[config.mk]
export PLATFORM = sky130hd
export DESIGN_NAME = score_display_multi
export DESIGN_NICKNAME = d
export VERILOG_FILES = /design/src/rtl/score_display_multi.sv
export SDC_FILE = /design/constraint.sdc
export NUM_CORES = 1
export LEC_CHECK = 0
export CAP_MARGIN = 20
export CORE_MARGIN = 4
export CORE_UTILIZATION = 55
export CTS_BUF_LIST = sky130_fd_sc_hd__clkbuf_4 sky130_fd_sc_hd__clkbuf_8
export DETAILED_ROUTE_END_ITERATION = 16
export DONT_BUFFER_PORTS = 1
export MAX_ROUTING_LAYER = met4
export PLACE_DENSITY = 0.7
export SETUP_SLACK_MARGIN = 0.1
export SLEW_MARGIN = 10
export SYNTH_ARGS = -nofsm -noshare
export SYNTH_HDL_FRONTEND = slang
export SYNTH_SLANG_ARGS = --single-unit
[constraint.sdc]
create_clock -name vga_clk -period 2.3 [get_ports vga_clk]
set_input_delay 0 -clock vga_clk [delete_from_list [all_inputs] [get_ports vga_clk]]
set_output_delay 0 -clock vga_clk [all_outputs]
set_load 0.005 [all_outputs]
[src/rtl/score_display_multi.sv]
// rtl/score_display_multi.sv - multi-digit score sprite renderer with sequential BCD conversion
// Converted digits are latched at frame start so a frame never shows a half-updated score.
module score_display_multi #(
  parameter int SCORE_W    = 14,
  parameter int NUM_DIGITS = 4,
  parameter int X_POS      = 16,
  parameter int Y_POS      = 16,
  parameter int SCALE_SH   = 1,
  parameter int LZ_BLANK   = 1
) (
  input  logic               vga_clk,
  input  logic               reset,
  input  logic [SCORE_W-1:0] score_in,
  input  logic               score_valid,
  output logic               busy,
  output logic               overflow,
  input  logic [9:0]         DrawX,
  input  logic [9:0]         DrawY,
  input  logic               blank,
  output logic [11:0]        rom_address,
  input  logic [3:0]         rom_q,
  output logic [3:0]         pix_index,
  output logic               pix_hit
);

  localparam int BW = 4 * NUM_DIGITS;
  localparam int CW = 16 << SCALE_SH;

  function automatic logic [39:0] pow10(input int n);
    logic [39:0] r;
    r = 40'd1;
    for (int i = 0; i < n; i++) r = r * 40'd10;
    return r;
  endfunction

  localparam logic [39:0] MAX_VAL = pow10(NUM_DIGITS) - 40'd1;
  localparam logic [10:0] X_LO = 11'(X_POS);
  localparam logic [10:0] X_HI = 11'(X_POS + NUM_DIGITS * CW);
  localparam logic [10:0] Y_LO = 11'(Y_POS);
  localparam logic [10:0] Y_HI = 11'(Y_POS + CW);

  typedef enum logic [1:0] {IDLE, CLAMP, SHIFT, DONE} state_t;
  state_t state, state_next;

  logic [SCORE_W-1:0] bin;
  logic [BW-1:0]      bcd, bcd_adj, pending, shown;
  logic               ovf_pend, pending_ovf;
  logic [5:0]         cnt;
  logic               frame_start;

  assign frame_start = (DrawX == 10'd0) && (DrawY == 10'd0);

  always_comb begin
    state_next = state;
    case (state)
      IDLE:    if (score_valid && !busy) state_next = CLAMP;
      CLAMP:   state_next = SHIFT;
      SHIFT:   if (cnt == 6'd1) state_next = DONE;
      DONE:    state_next = IDLE;
      default: state_next = IDLE;
    endcase
  end

  always_ff @(posedge vga_clk) begin
    if (reset) begin
      state <= IDLE;
      busy  <= 1'b0;
    end else begin
      state <= state_next;
      busy  <= (state_next != IDLE);
    end
  end

  always_comb begin
    bcd_adj = bcd;
    for (int i = 0; i < NUM_DIGITS; i++)
      if (bcd[4*i +: 4] >= 4'd5) bcd_adj[4*i +: 4] = bcd[4*i +: 4] + 4'd3;
  end

  always_ff @(posedge vga_clk) begin
    if (reset) begin
      bin         <= '0;
      bcd         <= '0;
      cnt         <= '0;
      ovf_pend    <= 1'b0;
      pending     <= '0;
      pending_ovf <= 1'b0;
      shown       <= '0;
      overflow    <= 1'b0;
    end else begin
      case (state)
        IDLE: if (score_valid && !busy) bin <= score_in;
        CLAMP: begin
          if (40'(bin) > MAX_VAL) begin
            bin      <= MAX_VAL[SCORE_W-1:0];
            ovf_pend <= 1'b1;
          end else begin
            ovf_pend <= 1'b0;
          end
          bcd <= '0;
          cnt <= 6'(SCORE_W);
        end
        SHIFT: begin
          {bcd, bin} <= {bcd_adj, bin} << 1;
          cnt        <= cnt - 6'd1;
        end
        DONE: begin
          pending     <= bcd;
          pending_ovf <= ovf_pend;
        end
        default: ;
      endcase
      // Nonblocking: a DONE in the frame-start cycle is picked up next frame.
      if (frame_start) begin
        shown    <= pending;
        overflow <= pending_ovf;
      end
    end
  end

  logic [10:0] x11, y11, dx, dy;
  logic [2:0]  slot;
  logic [3:0]  row, col, digit;
  logic        in_area, blanked, zero_run;
  logic        unused_bits;

  assign x11     = {1'b0, DrawX};
  assign y11     = {1'b0, DrawY};
  assign dx      = x11 - X_LO;
  assign dy      = y11 - Y_LO;
  assign slot    = dx[4+SCALE_SH +: 3];
  assign col     = dx[SCALE_SH +: 4];
  assign row     = dy[SCALE_SH +: 4];
  assign in_area = (x11 >= X_LO) && (x11 < X_HI) && (y11 >= Y_LO) && (y11 < Y_HI);
  assign unused_bits = ^{dx, dy};

  always_comb begin
    digit    = 4'd0;
    blanked  = 1'b0;
    zero_run = 1'b1;
    for (int k = 0; k < NUM_DIGITS; k++) begin
      zero_run = zero_run && (shown[4*(NUM_DIGITS-1-k) +: 4] == 4'd0);
      if (slot == 3'(k)) begin
        digit   = shown[4*(NUM_DIGITS-1-k) +: 4];
        blanked = (LZ_BLANK != 0) && (k < NUM_DIGITS - 1) && zero_run;
      end
    end
  end

  assign rom_address = in_area ? {digit, row, col} : 12'd0;

  logic s1_in_area, s1_blanked, s1_blank, hit_next;

  assign hit_next = s1_in_area && !s1_blanked && s1_blank && (rom_q != 4'd0);

  always_ff @(posedge vga_clk) begin
    if (reset) begin
      s1_in_area <= 1'b0;
      s1_blanked <= 1'b0;
      s1_blank   <= 1'b0;
      pix_hit    <= 1'b0;
      pix_index  <= 4'd0;
    end else begin
      s1_in_area <= in_area;
      s1_blanked <= blanked;
      s1_blank   <= blank;
      pix_hit    <= hit_next;
      pix_index  <= hit_next ? rom_q : 4'd0;
    end
  end

endmodule

==> out/metrics.cfg <==
[setup_path]
crit_path_end_kind=flop
crit_path_max_incr_delay_ps=660
required_ps=2590
crit_buf_inv=2
critPathMostFrequentCell=inv_1
cp_top_family=adder cells
reg2reg_slack_ps=300
timing.setup.critical_path_class=reg2reg
reg2reg_depth=6
path_cells=inv_1 > ha_1 > inv_1 > o31ai_1 > a32oi_1 > nor2_1
timing.rr.end=bcd[15]$_SDFFE_PP0N_
worst_path_max_delay_cell=ha_1
regToRegStartpoint=state[0]$_SDFF_PP0_
cp_max_fo=20
start_kind=flop
arrival_ps=2290

[cells_and_area]
n_fill_cell=617
multi_input_area_um2=2230
ff_latch_area_um2=1640
drive_gt1_share_pct=8.28
antennaDiodeCount=0
nNetsFinal=539
fin_util_pct=63.5
syn_to_final_growth_pct=12.7

[floorplan]
die_area_um2=8840
io_pins=61
core_um2=7210
num_rows=31
fp.dieW_um=94.0
die_height_um=94.0
start_util_pct=56.4

[worst_hold_path]
hold_path_end=state[0]$_SDFF_PP0_
hp-class=in2reg
hp-start=score_valid
hold_path_depth=3

[clock_network]
path_clk_slew_ps=80
cts_setup_buffers=0
clockRootBuffer=clkbuf_8
cts_tree=built
numCtsBuffers=9
clock-sinks=82
clkLatencyLatePin_ps=350
h-tree-depth=3
post_cts_resized=0
cts_buffer_depth=2

[synth]
syn_area_um2=4070
ys_types=51
synth_edf_count=0
syn_nets=525
avgSynthCellArea_um2=8.77
synth_ff_type=dfxtp_1
synthTopCellsByArea=dfxtp_1 40%, mux2i_1 7.4%, ha_1 5.8%, a21oi_1 5.2%, o21ai_0 4.1%
synth_cells=464
yosys-top-cells-count=82 x dfxtp_1, 42 x a21oi_1, 38 x nand2_1
synth-seq-cells=82
synth_top_area_share_pct=40.3
yosysMostFrequentCell=dfxtp_1
ys_seq_area_share_pct=40.3
synthArstFlopShare_pct=0
ys_warn_count=0
synth_largest_area_cell=dfxtp_1

[timing]
worst_pin_slew_ps=740
finalClockSkew_ps=6.81
finalCritPeriodShare_pct=86.9
maxSlewHeadroom_pct=50.7
setup_viol=0
rsz0062_at_grt=false
slew_violations=0
finalWorstPathRequiredPeriod_ps=2000
tns_ps=0
fmax_mhz=500
hold_viol_final=0

[run_status]
status=completed

[global_route]
grt_max_degree=60
grt_overflow=0
grt_pass1_wl_um=15100
gr-usage-all-layers_pct=21.8
grt_pass1_vias=3278
antenna_found_initial=0

[power]
p_leak_nw=1.63
ir_drop_mv=0.565
power-per-cell-area_nw_per_um2=894

[routing]
drt_iter0_drc=207
finalWirelength_um=9000
detail_route.wl_per_cell_um=15.5
vias=3364
antenna_left=0
drc=0
drtPass1Iterations=4
viasPerCell=5.78

[place]
gp_congestion=0.815
dp_hpwl_um=6090
io_buffers=0

[run]
drv_cap=0

-- layer usage --
layer	up-vias	GRT usage [%]	wire [um]
met4	0	7.46	112
li1	1670	-	-
met1	1568	28.4	4120
met3	10	4.65	537
met5	-	-	0
met2	116	33.6	4230
-- kinds of logic after synthesis --
kind of cell / after synthesis / share of synthesized area [%]
flip-flops: 82 / 40.3
multiplexers: 33 / 8.21
adder cells (fa/ha/maj): 19 / 5.84
buffers and inverters: 47 / 4.92
XOR/XNOR: 14 / 3.20
AO/OA/AOI/OAI: 118 / 18.9
AND/OR/NAND/NOR: 151 / 18.6
-- final cells by class --
cell class,count,area share (%)
tap,99,2.70
sequential,82,35.8
inverter,19,1.56
clock inverter,7,2.05
timing repair buffer,31,6.60
multi-input combinational,335,48.6
clock buffer,9,2.70
-- state kept, by name (all words and copies together) (netlist names) --
signal,cells
bcd,16
pending,16
shown,16
bin,14
cnt,6
pix_index,4
state,2
busy,1
overflow,1
ovf_pend,1
pending_ovf,1
pix_hit,1
s1_blank,1
s1_blanked,1
s1_in_area,1
-- what timing repair did --
action,4_1_cts,5_1_grt
setup endpoints to repair,0,0
hold buffers,21,0
hold endpoints to repair,71,0
-- through the flow --
stage | setup WS [ps] | power [mW] | std cells | hold WS [ps] | instance area, um^2
global route | 108 | 4.37 | 582 | 23.5 | 4580
CTS | 341 | 4.11 | 582 | 3.60 | 4580
global placement | 467 | 2.90 | 545 | 35.5 | 4140
detailed placement | 348 | 2.94 | 545 | 34.7 | 4140
finish | 301 | 4.10 | 582 | 22.9 | 4580
floorplan | 503 | 2.69 | 464 | 30.2 | 4070
-- worst register-to-register path, delay by kind of cell, from the launching register on --
kind	cells	cell delay (ps)
buffers and inverters	2	420
AO/OA/AOI/OAI	2	410
adder cells (fa/ha/maj)	1	660
AND/OR/NAND/NOR	1	90
flip-flops	1	360
-- placed cells by master, fill, tap and decap left out, types with 4 or more instances in the layout --
cell,instances
nand3_1,23
nor4_1,4
inv_1,18
buf_4,10
a21oi_1,42
nor2_1,37
nand2_1,38
nor2b_1,8
a32oi_1,4
o21ai_0,33
and2_1,13
xnor2_1,9
xor2_1,4
a311oi_1,6
clkbuf_8,9
o2111a_1,4
dlygate4sd3_1,20
ha_1,19
nor3_1,6
o211ai_1,8
mux2i_1,30
nand2b_1,8
dfxtp_1,82
o31ai_1,4
-- how the worst max path moves through the flow --
stage,depth (start not counted),startpoint,endpoint
finish,6,state[0]$_SDFF_PP0_,bcd[15]$_SDFFE_PP0N_
global route,6,state[0]$_SDFF_PP0_,bcd[3]$_SDFFE_PP0N_
CTS,6,state[0]$_SDFF_PP0_,bcd[15]$_SDFFE_PP0N_
detailed placement,6,state[0]$_SDFF_PP0_,bcd[15]$_SDFFE_PP0N_
global placement,6,state[0]$_SDFF_PP0_,bcd[3]$_SDFFE_PP0N_
floorplan,8,state[0]$_SDFF_PP0_,bcd[11]$_SDFFE_PP0N_
-- report_power, final --
part	total [mW]	internal (mW)	leakage [nW]	switching (mW)
clock	1.12	0.609	0.105	0.516
combinational	1.27	0.532	0.864	0.741
sequential	1.70	1.58	0.665	0.127
Power figures use the tool's default switching activity.
